[config.mk]
export PLATFORM = sky130hd
export DESIGN_NAME = game_round_ctrl
export DESIGN_NICKNAME = d
export VERILOG_FILES = /design/src/rtl/game_round_ctrl.sv
export SDC_FILE = /design/constraint.sdc
export NUM_CORES = 1
export LEC_CHECK = 0
export ABC_CLOCK_PERIOD_IN_PS = 2100
export BUFFER_PORTS_ARGS = -buffer_cell sky130_fd_sc_hd__buf_2
export CAP_MARGIN = 25
export CORE_MARGIN = 2
export CORE_UTILIZATION = 52
export DETAILED_ROUTE_END_ITERATION = 16
export GPL_TIMING_DRIVEN = 0
export PLACE_DENSITY = 0.9
export RECOVER_POWER = 100
export SETUP_SLACK_MARGIN = 0.2
export SLEW_MARGIN = 20
export SYNTH_ARGS = -nofsm -noshare
export SYNTH_HDL_FRONTEND = slang
export SYNTH_SLANG_ARGS = --single-unit
[constraint.sdc]
create_clock -name clk -period 2.1 [get_ports clk]
set_clock_uncertainty 0.2 [all_clocks]
set_input_delay 0.42 -clock clk [delete_from_list [all_inputs] [get_ports clk]]
set_output_delay 0.42 -clock clk [all_outputs]
set_load 0.02 [all_outputs]
[src/rtl/game_round_ctrl.sv]
// Round sequencer: RNG seeding, puzzle draw with wildcard rejection, countdown and score.
// Build option SKIP_PENALTY_EN: a skip in PLAY costs one point (saturating at 0).
module game_round_ctrl #(
   parameter int ROUND_SECS = 30,
   parameter int MAX_WILD   = 1,
   parameter int MAX_TRIES  = 8
) (
   input  logic       clk,
   input  logic       rst,
   input  logic       start,
   input  logic       skip,
   input  logic       tick_1hz,
   input  logic       answer_valid,
   input  logic       answer_ok,
   input  logic [3:0] rng_d0,
   input  logic [3:0] rng_d1,
   input  logic [3:0] rng_d2,
   input  logic [3:0] rng_d3,
   output logic       seed_en,
   output logic [3:0] p0,
   output logic [3:0] p1,
   output logic [3:0] p2,
   output logic [3:0] p3,
   output logic       round_active,
   output logic       timeout,
   output logic       wrong_pulse,
   output logic [7:0] time_left,
   output logic [7:0] score,
   output logic [2:0] state
);

   typedef enum logic [2:0] {
      S_IDLE = 3'd0,
      S_SEED = 3'd1,
      S_DRAW = 3'd2,
      S_PLAY = 3'd3,
      S_DONE = 3'd4
   } state_t;

   localparam logic [7:0] SECS     = 8'(ROUND_SECS);
   localparam logic [2:0] WILD_LIM = 3'(MAX_WILD);
   localparam logic [3:0] LAST_TRY = 4'(MAX_TRIES - 1);

   state_t     cur, nxt;
   logic       seeded, seeded_n;
   logic [1:0] seed_cnt, seed_cnt_n;
   logic [3:0] tries, tries_n;
   logic [3:0] p0_n, p1_n, p2_n, p3_n;
   logic [7:0] time_left_n, score_n;
   logic       seed_en_n, wrong_n;
   logic       go_draw;
   logic [2:0] wild;

   function automatic logic [2:0] is_wild(input logic [3:0] d);
      return {2'b00, d >= 4'd10};
   endfunction

   assign wild = is_wild(rng_d0) + is_wild(rng_d1)
               + is_wild(rng_d2) + is_wild(rng_d3);

   always_ff @(posedge clk or posedge rst) begin
      if (rst) begin
         cur          <= S_IDLE;
         seeded       <= 1'b0;
         seed_cnt     <= 2'd0;
         tries        <= 4'd0;
         p0           <= 4'd0;
         p1           <= 4'd0;
         p2           <= 4'd0;
         p3           <= 4'd0;
         time_left    <= 8'd0;
         score        <= 8'd0;
         seed_en      <= 1'b0;
         wrong_pulse  <= 1'b0;
         round_active <= 1'b0;
         timeout      <= 1'b0;
      end else begin
         cur          <= nxt;
         seeded       <= seeded_n;
         seed_cnt     <= seed_cnt_n;
         tries        <= tries_n;
         p0           <= p0_n;
         p1           <= p1_n;
         p2           <= p2_n;
         p3           <= p3_n;
         time_left    <= time_left_n;
         score        <= score_n;
         seed_en      <= seed_en_n;
         wrong_pulse  <= wrong_n;
         round_active <= (nxt == S_PLAY);
         timeout      <= (nxt == S_DONE);
      end
   end

   assign state = cur;

   always_comb begin
      nxt         = cur;
      seeded_n    = seeded;
      seed_cnt_n  = seed_cnt;
      tries_n     = tries;
      p0_n        = p0;
      p1_n        = p1;
      p2_n        = p2;
      p3_n        = p3;
      time_left_n = time_left;
      score_n     = score;
      seed_en_n   = 1'b0;
      wrong_n     = 1'b0;
      go_draw     = 1'b0;
      unique case (cur)
         S_IDLE: begin
            if (start) begin
               if (!seeded) begin
                  nxt        = S_SEED;
                  seed_en_n  = 1'b1;
                  seeded_n   = 1'b1;
                  seed_cnt_n = 2'd0;
               end else begin
                  nxt = S_DRAW;
               end
            end
         end
         // three cycles let the seeded RNG state reach its outputs
         S_SEED: begin
            if (seed_cnt == 2'd2) begin
               nxt = S_DRAW;
            end else begin
               seed_cnt_n = seed_cnt + 2'd1;
            end
         end
         S_DRAW: begin
            if (wild <= WILD_LIM || tries == LAST_TRY) begin
               p0_n        = rng_d0;
               p1_n        = rng_d1;
               p2_n        = rng_d2;
               p3_n        = rng_d3;
               time_left_n = SECS;
               tries_n     = 4'd0;
               nxt         = S_PLAY;
            end else begin
               tries_n = tries + 4'd1;
            end
         end
         S_PLAY: begin
            if (answer_valid && answer_ok) begin
               if (score != 8'hFF) score_n = score + 8'd1;
               nxt = S_DRAW;
            end else begin
               if (answer_valid) begin
                  wrong_n = 1'b1;
               end else if (skip) begin
                  go_draw = 1'b1;
                  nxt     = S_DRAW;
`ifdef SKIP_PENALTY_EN
                  if (score != 8'h00) score_n = score - 8'd1;
`endif
               end
               // a tick alongside a wrong answer or skip still counts
               if (tick_1hz && time_left != 8'd0) begin
                  time_left_n = time_left - 8'd1;
                  if (time_left == 8'd1 && !go_draw) nxt = S_DONE;
               end
            end
         end
         S_DONE: begin
            if (start) begin
               score_n = 8'd0;
               nxt     = S_DRAW;
            end
         end
         default: nxt = S_IDLE;
      endcase
   end

endmodule

* Yosys cells after proc, flatten, opt, wreduce, memory -nomap -nowiden
Index checks and enable logic that the tools add are counted.
** Storage, ports and cells
- Word-level logic and storage cells :: 94
- Output and inout port bits :: 39
- Register bits after elaboration :: 46
** Operators by class
- Muxes and demuxes :: 34
- Add/subtract/negate cells :: 7
- Reductions and logical operators :: 15
- Order comparisons :: 5
- Eq/ne operators :: 19
** Operators by type and width (number)
- 8-bit two-way mux :: 6
- 8-bit case mux with 2 select lines :: 2
- 3-bit two-way mux :: 9
- 2-bit != test (second input constant) :: 9
- 4-bit greater-or-equal comparator (second input constant) :: 4
- 3-bit case mux with 5 select lines :: 1
- 4-bit AND reduction :: 3
- 1-bit two-way mux :: 10
- 3-bit by 2-bit == test with 1-bit output (second input constant) :: 3
- 8-bit by 1-bit adder with 8-bit output (second input constant) :: 1
- 8-bit by 1-bit == test with 1-bit output (second input constant) :: 1
- 2-bit two-way mux :: 4
- 8-bit != test (second input constant) :: 1
- 8-bit nonzero test :: 1
- 8-bit by 1-bit subtractor with 8-bit output (second input constant) :: 1
- 3-bit == test (second input constant) :: 2
- 2-bit nonzero test :: 3
- 4-bit by 1-bit adder with 4-bit output (second input constant) :: 1
- 4-bit by 3-bit == test with 1-bit output (second input constant) :: 1
- 4-bit two-way mux :: 1
- 2-bit case mux with 2 select lines :: 1
- 2-bit AND reduction :: 2
- 2-bit by 1-bit adder with 3-bit output :: 1
- 3-bit by 1-bit adder with 3-bit output :: 1
- 9 further kinds :: 11

* Longest topological paths before layout
Gate-level depths: netlist of run 1.
- Depth after elaboration :: 11
- Mapped depth :: 8

* Worst setup path after synthesis of run 1
Ideal clock, no wire load.
- Path kind :: input-to-reg
- From :: input port rng_d0[1]
- To :: register p1[3]
- Stages on the path :: 7
- Path buffers :: 1
- Setup slack :: -401 ps
- Arrival time :: 2176 ps
- Cell sequence :: o21ai_0 fa_1 nand2b_1 o21ai_0 a21oi_2 buf_2 mux2_2
** On the way
- Longest elaborated chain between the ends :: 7
** Ends and longest elaborated chain
- start, declared :: RTL line 15 : input logic [3:0] rng_d0,
- 4-bit greater-or-equal comparator :: RTL line 55 : return {2'b00, d >= 4'd10};
- 1-bit by 1-bit adder with 2-bit output :: RTL line 58 : assign wild = is_wild(rng_d0) + is_wild(rng_d1)
- 2-bit by 1-bit adder with 3-bit output :: RTL line 59 : + is_wild(rng_d2) + is_wild(rng_d3);
- 3-bit by 1-bit adder with 3-bit output :: RTL line 59
- 3-bit by 1-bit less-or-equal comparator with 1-bit output :: RTL line 133 : if (wild <= WILD_LIM || tries == LAST_TRY) begin
- 1-bit logical OR :: RTL line 133
- 2-bit AND reduction (no source line)
- end signal, assigned :: RTL line 83 : p1 <= p1_n;
- end, declared :: RTL line 21 : output logic [3:0] p1,
No other way between the ends.
A chain may end at the register's enable or synchronous reset.

* Worst setup path in the final report of run 1
- From :: input port rng_d1[1]
- To :: register p0[1]
** On the way
- Longest elaborated chain between the ends :: 7
** Ends and longest elaborated chain
- start, declared :: RTL line 16 : input logic [3:0] rng_d1,
- 4-bit greater-or-equal comparator :: RTL line 55
- 1-bit by 1-bit adder with 2-bit output :: RTL line 58
- 2-bit by 1-bit adder with 3-bit output :: RTL line 59
- 3-bit by 1-bit adder with 3-bit output :: RTL line 59
- 3-bit by 1-bit less-or-equal comparator with 1-bit output :: RTL line 133
- 1-bit logical OR :: RTL line 133
- 2-bit AND reduction (no source line)
- end signal, assigned :: RTL line 82 : p0 <= p0_n;
- end, declared :: RTL line 20 : output logic [3:0] p0,
No other way between the ends.

==> metrics, run 1 <==
final setup violating endpoints=0; Tcrit/Tclk final=99.1%; worst skew pair latency=0.31 ns; largest cells by area after synthesis=dfrtp_1, mux2_2, xor2_1; Post-synth EDFFs=0; routability congestion estimate from global placement=0.836; remaining antenna violation count after routing=0; clock-pin slew on the worst setup and hold paths=0.09 ns; clock sinks=46; drt initial violations=135; end point of the critical path=p0[1]$_DFFE_PP0P_; global-route total usage across every layer=24.4%; worst-case reg-to-reg path depth=6; flops & latches, synth=46; IO buf count=61; data required time at the worst endpoint=2.09 ns; FFs w/ async S/R, synth=100%; initial antenna violation count=0; TNS Setup=0 ns; count of unique library cells instantiated by Yosys=43; highest net fanout along the worst path=10; CP Class=in -> reg; Post-Syn Area=2230 sq um; hpwl dp=3500 um; Longest Clk Path Bufs=2; effective utilization at floorplan=55.0%; startpoint of the most critical setup path=rng_d1[1]; final critical-path required period=2.08 ns; Synth Instances=198; diodes inserted=0; post-synth top area share=51.5%; type of the tightest min-delay check=in -> reg; die height=69.5 um; ratio of total power to cell area=1210 nW/um^2; Placed Cells incl. Taps=310; first-pass GRT wire length=9280 um; number of placement rows=23; CP bufs+invs=2; Max transition margin=48.7%; number of global-route vias before repair=1937; core outline area=4060 sq um; Final Cell Area=3140 sq um; transition time at the pin with the least slew margin=0.767 ns; number of optimization iterations in the first detailed-route pass=6; register area share after synthesis=51.5%; via count normalized by instance count=5.61; highest achievable clock rate=481 MHz; area added between synthesis and finish=40.6%; pre-CTS setup slack=-0.428 ns; number of max-capacitance violations reported=0; synthesis warning total=0; total number of vias=1891; critical path depth=8; unrepaired setup endpoints after global routing=yes; Mapped Nets=228; leakage component of the power=1.40 nW; cells traversed along the worst timing path=buf_8 -> o21ai_4 -> fa_1 -> nand2b_4 -> o21ai_4 -> a21oi_4 -> buf_12 -> mux2_4; data arrival time of the worst path=2.07 ns; fraction of the core area covered by cells at the end of the flow=77.4%; CP max stage cell=fa_1; Post-layout nets=316; maximum number of pins on one net before global-route repair=30; most used flip-flop cell after synthesis=dfrtp_1; standard cell area after detailed placement=2730 sq um; library cell with the largest summed area after synthesis=dfrtp_1; nature of the critical path endpoint=flop; Cell Count, Final, Fillers Out=337; worst supply voltage drop on vdd=0.000806 V; cell family with most CP delay=adder cells; WL per Instance=17.4 um; Final Routed Wirelength=5860 um; least setup slack across all paths after layout=0.0191 ns; deepest level of the CTS H-tree=2; R2R Path Start=state[2]$_DFF_PP0_; RR Endpoint=score[5]$_DFFE_PP0P_; number of buffers created by CTS=5; Final Max Tran Viols=0; delay of the slowest critical-path stage=0.52 ns; area enclosed by the die boundary=4840 sq um; I/O pin total=62; CTS Root Cell=clkbuf_8; post-synthesis area per instance=11.3 sq um; grt total ovfl=0; result of the run=finished, final reports clean; R2R Setup Slk=0.04 ns; post-route DRC violation count=0; worst hold start=answer_ok; cell mode on critical path=o21ai_4; crit path launch type=input pin; Die W=69.5 um; fraction of final layout cells with drive strength greater than 1=34.5%; number of hold violations in the final report=0; CTS tree=built
-- power breakdown --
group | switching [mW] | internal [mW] | leakage [nW]
Combinational | 1.00 | 0.828 | 0.782
Clock | 0.305 | 0.266 | 0.0482
Sequential | 0.223 | 1.16 | 0.566
Total | 1.53 | 2.26 | 1.40
-- layout by cell type (no fill, tap or decap), types with 4 or more instances in the layout --
master and n:
nand4_1 9, mux2_4 14, nor2_1 13, buf_2 16, inv_1 6, ha_1 6
xor2_1 8, buf_4 9, clkbuf_1 42, dfrtp_1 45, o21ai_0 5, nand2_1 12
buf_6 13, o21ai_4 4, mux2_2 4, clkbuf_8 6
-- logic make-up (layout without fill, tap and decap cells) --
kind of cell	after synthesis	after routing	share of synthesized area, %
compound gates	25	25	6.78
fa+ha+maj	7	7	4.26
mux	21	21	11.0
xor+xnor	10	10	3.92
buf+inv	11	100	2.80
flops	46	46	51.5
simple gates	78	78	19.7
-- synth_stat cells (2+ instances only) --
cell type   n
nor3_1      3
buf_2       2
buf_6       2
nor2_1     17
xor2_1     10
nor3b_1     3
mux2_2     18
o22ai_1     2
and3_1      3
inv_1       6
nand2_1    13
ha_1        6
o21ai_0    12
nor4_1      3
nand3b_1    3
and2_1      3
dfrtp_1    46
a21oi_1     4
mux2i_1     2
nand3_1     5
nand2b_1    5
nand4_1     9
-- worst min path at each step --
| stage | to | cells after the start |
|---|---|---|
| floorplan | seed_en$_DFF_PP0_ | 1 |
| global placement | seed_en$_DFF_PP0_ | 1 |
| detailed placement | p0[3]$_DFFE_PP0P_ | 2 |
| CTS | wrong_pulse$_DFF_PP0_ | 2 |
| global route | wrong_pulse$_DFF_PP0_ | 2 |
| finish | wrong_pulse$_DFF_PP0_ | 2 |
-- timing repair --
item,4_1_cts,5_1_grt
endpoints found under the setup margin,25,39
pin swaps,2,4
hold endpoints to repair,17,0
gates cloned,0,1
hold buffers,1,0
setup buffers,13,4
resized for setup,23,31
-- layer usage --
layer | share of wire [%] | wire length (um) | up-vias | global-route usage, %
li1 | - | - | 878 | -
met2 | 54 | 3150 | 74 | 44.4
met5 | 0 | 0 | - | 0
met3 | 5.9 | 345 | 10 | 6.40
met4 | 1.4 | 84 | 0 | 6.32
met1 | 39 | 2290 | 929 | 28.3
-- flip-flops by register name, indices dropped and copies added (netlist names) --
| signal | count |
|---|---|
| score | 8 |
| time_left | 8 |
| p0 | 4 |
| p1 | 4 |
| p2 | 4 |
| p3 | 4 |
| tries | 4 |
| state | 3 |
| seed_cnt | 2 |
| round_active | 1 |
| seed_en | 1 |
| seeded | 1 |
| timeout | 1 |
| wrong_pulse | 1 |
-- metrics by stage --
step                      total power [mW]  hold slack [ns]
after global routing                  3.98            0.119
after CTS                             3.67            0.103
final                                 3.78            0.107
after floorplan                       2.49            0.241
after detailed placement              2.95            0.235
after global placement                2.88            0.269
-- worst reg2reg max path, delay by kind of cell, from the launching register on --
kind	cells	cell delay, ns
multiplexers	1	0.29
AND/OR/NAND/NOR	3	0.80
AO/OA/AOI/OAI	1	0.13
flip-flops	1	0.44
buffers and inverters	1	0.14
-- layout make-up --
type	instances	area, sq um
Clock buffer	7	86.3
Multi-Input combinational cell	141	1250
Inverter	6	22.5
Tap cell	50	62.6
Sequential cell	46	1150
Buffer	5	58.8
Clock inverter	1	5.00
Fill cell	266	918
Timing Repair Buffer	81	504
No activity file was read; power rests on OpenSTA's default activity.
==> inputs of run 2 (changes only) <==
- RECOVER_POWER: 100 -> 50
==> run 2 against run 1 <==
- total power up 1.0%
- fmax about the same
- worst setup slack about the same
- global-route usage unchanged
- largest power group unchanged
==> metrics, run 2 (synthesis gave the netlist of run 1 again) <==
Post-layout nets=316; highest net fanout along the worst path=10; routability congestion estimate from global placement=0.836; Tot Pwr=3.82 mW; I/O pin total=62; data required time at the worst endpoint=2.09 ns; Tcrit/Tclk final=99.1%; final critical-path required period=2.08 ns; CP max stage cell=fa_1; type of the tightest min-delay check=in -> reg; area enclosed by the die boundary=4840 sq um; number of placement rows=23; portion of total power attributed to sequential cells=36.2%; clock-pin slew on the worst setup and hold paths=0.09 ns; first-pass GRT wire length=9280 um; Comb pwr share=48.9%; fraction of the core area covered by cells at the end of the flow=78.6%; CP Class=in -> reg; switching share of total power=39.9%; remaining antenna violation count after routing=0; number of max-capacitance violations reported=0; commonest non-fill, non-tap cell in the layout=dfrtp_1; worst supply voltage drop on vdd=0.000818 V; number of global-route vias before repair=1937; crit path launch type=input pin; core outline area=4060 sq um; transition time at the pin with the least slew margin=0.762 ns; result of the run=finished, final reports clean; clock network power share=14.9%; delay of the slowest critical-path stage=0.52 ns; number of buffers created by CTS=5; fraction of final layout cells with drive strength greater than 1=44.3%; Final Routed Wirelength=5850 um; Max transition margin=49.1%; leakage component of the power=1.49 nW; die height=69.5 um; least setup slack across all paths after layout=0.0188 ns; global-route total usage across every layer=24.4%; CTS tree=built; pre-CTS setup slack=-0.428 ns; worst skew pair latency=0.31 ns; final setup violating endpoints=0; total of fill cells in the finished design=245; post-route DRC violation count=0; IO buf count=61; cell mode on critical path=o21ai_4; nature of the critical path endpoint=flop; WL per Instance=17.4 um; area added between synthesis and finish=42.7%; initial antenna violation count=0; drt initial violations=148; highest-count cells in the layout ignoring fill and taps=dfrtp_1, buf_2, clkbuf_1, mux2_4; Final Max Tran Viols=0; grt total ovfl=0; effective utilization at floorplan=55.0%; cells traversed along the worst timing path=buf_8 -> o21ai_4 -> fa_1 -> nand2b_4 -> o21ai_4 -> a21oi_4 -> buf_12 -> mux2_4; unrepaired setup endpoints after global routing=yes; total number of vias=1885; maximum number of pins on one net before global-route repair=30; Largest regs=score: 8 flops, time_left: 8 flops; highest achievable clock rate=480 MHz; hpwl dp=3500 um; reported net switching power=1.53 mW; CTS Root Cell=clkbuf_8; ratio of total power to cell area=1200 nW/um^2; Die W=69.5 um; diodes inserted=0; data arrival time of the worst path=2.07 ns; number of optimization iterations in the first detailed-route pass=4; cell-internal power=2.30 mW; deepest level of the CTS H-tree=2; clock sinks=46; via count normalized by instance count=5.59; number of hold violations in the final report=0; Longest Clk Path Bufs=2
==> run 2: cell count changes in the layout (fill, tap and decap cells not counted) <==
| cell | before | now |
|---|---|---|
| buf_4 | 9 | 11 |
| o21bai_1 | 1 | 0 |
| nand2_4 | 0 | 1 |
| nand2_1 | 12 | 11 |
| clkbuf_1 | 42 | 16 |
| buf_2 | 16 | 40 |
| o21bai_2 | 0 | 1 |
==> run 2: layout make-up <==
cell class                 instances  area (sq um)  area share, %
timing repair buffer              81           542           17.0
sequential                        46          1150           36.1
clock inverter                     1          5.00          0.157
clock buffer                       7          86.3           2.71
tap                               50          62.6           1.96
multi-input combinational        141          1260           39.5
inverter                           6          22.5          0.706
buffer                             5          58.8           1.84
==> run 2: per-stage QoR <==
stage / setup TNS (ns) / hold WS [ns] / instance area [sq um] / cells
floorplan: -1.76 / 0.241 / 2340 / 198
global placement: -14.23 / 0.269 / 2710 / 309
detailed placement: -7.74 / 0.235 / 2730 / 310
CTS: 0 / 0.103 / 3040 / 332
global route: -0.0412 / 0.119 / 3190 / 337
finish: 0 / 0.111 / 3190 / 337
==> run 2: what timing repair did <==
| action | CTS | global route |
|---|---|---|
| setup endpoints to repair | 25 | 39 |
| hold endpoints to repair | 17 | 0 |
| gates resized for setup | 23 | 31 |
| pin swaps | 2 | 4 |
| cloned | 0 | 1 |
| hold buffers | 1 | 0 |
| setup buffers | 13 | 4 |
==> run 2: path summary, 6_finish.rpt <==
check	startpoint	to	slack [ns]	cells after the start
max in group asynchronous	rst	state[2]$_DFF_PP0_	0.51	4
min in group asynchronous	rst	p0[3]$_DFFE_PP0P_	0.59	3
min	answer_ok	wrong_pulse$_DFF_PP0_	0.11	2
max	rng_d1[1]	p0[1]$_DFFE_PP0P_	0.02	8
min reg2reg	seeded$_DFFE_PP0P_	seed_en$_DFF_PP0_	0.30	1
max reg2reg	state[2]$_DFF_PP0_	score[5]$_DFFE_PP0P_	0.07	6
==> run 2: worst max-delay path, delay by kind of cell <==
kind            cells  cell delay [ns]
fa+ha+maj           1             0.52
compound gates      3             0.42
simple gates        1             0.13
mux                 1             0.31
buf+inv             2             0.27
==> run 2: power groups by stage <==
| stage | logic, mW | clock network (mW) | registers [mW] |
|---|---|---|---|
| 2_1_floorplan | 0.840 | 0 | 1.65 |
| 3_3_place_gp | 1.52 | 0 | 1.36 |
| 3_5_place_dp | 1.58 | 0 | 1.37 |
| 4_1_cts | 1.75 | 0.568 | 1.35 |
| 5_1_grt | 2.01 | 0.606 | 1.41 |
| 6_report | 1.87 | 0.570 | 1.38 |
==> run 2: metal layers <==
metal | routed length [um] | GRT usage [%] | vias to the layer above
met5 | 0 | 0 | -
met4 | 95 | 6.32 | 0
met3 | 267 | 6.40 | 11
met2 | 3130 | 44.4 | 52
met1 | 2360 | 28.3 | 944
li1 | - | - | 878
==> inputs of run 3 (changes only) <==
- ABC_CLOCK_PERIOD_IN_PS: 2100 -> 2200
- SLEW_MARGIN: 20 -> 0
- clock period: 2.1 -> 2.2 ns (I/O delays scaled with it)
==> run 3 against run 2 <==
- final area fell by 2.7%
- count of clock-buffer cells in the layout did not move
- via count rose by 1.9%
- wire length fell by 0.36%
- flip-flop and latch count did not move
- combinational power fell by 9%
- global-route usage fell by 0.87 points
- die area did not move
- clock power fell by 5.6%
- critical path depth rose by 1
- non-clock buffer count rose by 4
- worst setup slack improved by 0.059 ns
==> metrics, run 3 (synthesis gave the netlist of run 1 again) <==
diodes inserted=0; R2R Path Start=state[2]$_DFF_PP0_; number of max-capacitance violations reported=0; number of global-route vias before repair=1848; total number of vias=1920; die height=69.5 um; CTS tree=built; crit path launch type=input pin; leakage component of the power=1.45 nW; highest achievable clock rate=471 MHz; delay of the slowest critical-path stage=0.44 ns; routability congestion estimate from global placement=0.772; Die W=69.5 um; endpoint with the worst hold slack=wrong_pulse$_DFF_PP0_; I/O pin total=62; initial antenna violation count=0; worst skew pair latency=0.30 ns; global-route total usage across every layer=23.5%; highest net fanout along the worst path=5; transition time at the pin with the least slew margin=0.770 ns; met1 wire length=2340 um; data arrival time of the worst path=2.11 ns; area added between synthesis and finish=38.9%; top metal layer carrying routed signals=met4; effective utilization at floorplan=55.0%; final critical-path required period=2.12 ns; grt total ovfl=0; RR Endpoint=score[5]$_DFFE_PP0P_; deepest level of the CTS H-tree=2; type of the tightest min-delay check=in -> reg; WHS Path Cells=2; hpwl dp=3650 um; Final Cell Area=3100 sq um; core outline area=4060 sq um; CP Class=in -> reg; least setup slack across all paths after layout=0.0773 ns; area enclosed by the die boundary=4840 sq um; maximum number of pins on one net before global-route repair=30; number of optimization iterations in the first detailed-route pass=5; R2R Setup Slk=0.13 ns; CP max stage cell=fa_1; commonest non-fill, non-tap cell in the layout=dfrtp_1; worst-case reg-to-reg path depth=7; nature of the critical path endpoint=flop; number of buffers created by CTS=5; detailed route wirelength on metal3=259 um; post-route DRC violation count=0; number of hold violations in the final report=0; via count normalized by instance count=5.63; routed wire length on met2=3100 um; clock sinks=46; CTS Root Cell=clkbuf_8; clock-pin slew on the worst setup and hold paths=0.08 ns; first-pass GRT wire length=8930 um; worst hold start=answer_ok; final setup violating endpoints=0; cells traversed along the worst timing path=buf_6 -> o21ai_4 -> fa_1 -> nand2b_4 -> o21ai_4 -> a21oi_4 -> buf_6 -> a31o_4 -> or2_1; Post-layout nets=320; Final Routed Wirelength=5830 um; number of placement rows=23; fraction of final layout cells with drive strength greater than 1=42.3%; unrepaired setup endpoints after global routing=yes; result of the run=finished, final reports clean; Longest Clk Path Bufs=2; WL per Instance=17.1 um; Final Max Tran Viols=0; standard cell area after detailed placement=2720 sq um; remaining antenna violation count after routing=0; drt initial violations=186; CP bufs+invs=2; worst supply voltage drop on vdd=0.000867 V; Max transition margin=48.5%; ratio of total power to cell area=1150 nW/um^2; highest-count cells in the layout ignoring fill and taps=dfrtp_1, buf_2, buf_4, clkbuf_1, nor2_1; total of fill cells in the finished design=236; IO buf count=61; Largest regs=score: 8 flops, time_left: 8 flops; pre-CTS setup slack=-0.368 ns; Tcrit/Tclk final=96.5%; cell family with most CP delay=compound AO/OA/AOI/OAI gates; data required time at the worst endpoint=2.19 ns
-- run 3: changes by cell type in the layout (fill, tap and decap cells not counted), sizes merged --
cell and delta:
buf +2, clkbuf +2
-- run 3: repair_timing --
action	in CTS	in global routing
endpoints found under the setup margin	22	33
hold buffers	1	0
setup buffers	8	14
resized for setup	18	16
hold endpoints to repair	17	0
pin swaps	4	5
-- run 3: metal layers --
| layer | up-vias | global-route usage [%] |
|---|---|---|
| met5 | - | 0 |
| met4 | 0 | 8.71 |
| met3 | 16 | 4.80 |
| met2 | 55 | 39.4 |
| met1 | 958 | 30.2 |
| li1 | 891 | - |
-- run 3: worst max-delay path by stage --
stage	start	end	slack [ns]	cells past startpoint
after floorplan	rng_d1[1]	p0[0]$_DFFE_PP0P_	-0.08	7
after global placement	rng_d1[1]	p3[1]$_DFFE_PP0P_	-0.31	8
after detailed placement	rng_d1[1]	p3[0]$_DFFE_PP0P_	-0.37	8
after CTS	rng_d3[1]	state[0]$_DFF_PP0_	0.1	9
after global routing	rng_d3[1]	state[0]$_DFF_PP0_	0.05	9
final	rng_d3[1]	state[0]$_DFF_PP0_	0.08	9
-- run 3: through the flow --
| stage | util, % | power, mW | setup TNS (ns) | instances | hold WS (ns) |
|---|---|---|---|---|---|
| global placement | 66.6 | 2.73 | -7.72 | 309 | 0.271 |
| CTS | 73.0 | 3.47 | 0 | 327 | 0.128 |
| finish | 76.5 | 3.57 | 0 | 341 | 0.150 |
| detailed placement | 67.1 | 2.82 | -5.85 | 310 | 0.249 |
| floorplan | - | 2.36 | -0.808 | 198 | 0.241 |
| global route | 76.5 | 3.77 | 0 | 341 | 0.152 |
-- run 3: report_power, final --
| group | internal, mW | leakage [nW] | switching, mW |
|---|---|---|---|
| Clock | 0.254 | 0.0482 | 0.285 |
| Sequential | 1.11 | 0.564 | 0.209 |
| Combinational | 0.791 | 0.840 | 0.921 |
-- run 3: layout make-up --
cell class	count	area (sq um)	share of cell area (%)
multi-input cells	141	1190	38.4
flip-flops and latches	46	1150	37.2
repair buffers	85	527	17.0
clock buffers	7	86.3	2.78
well taps	50	62.6	2.02
plain buffers	5	53.8	1.73
inverters	6	22.5	0.726
clock inverters	1	5.00	0.161
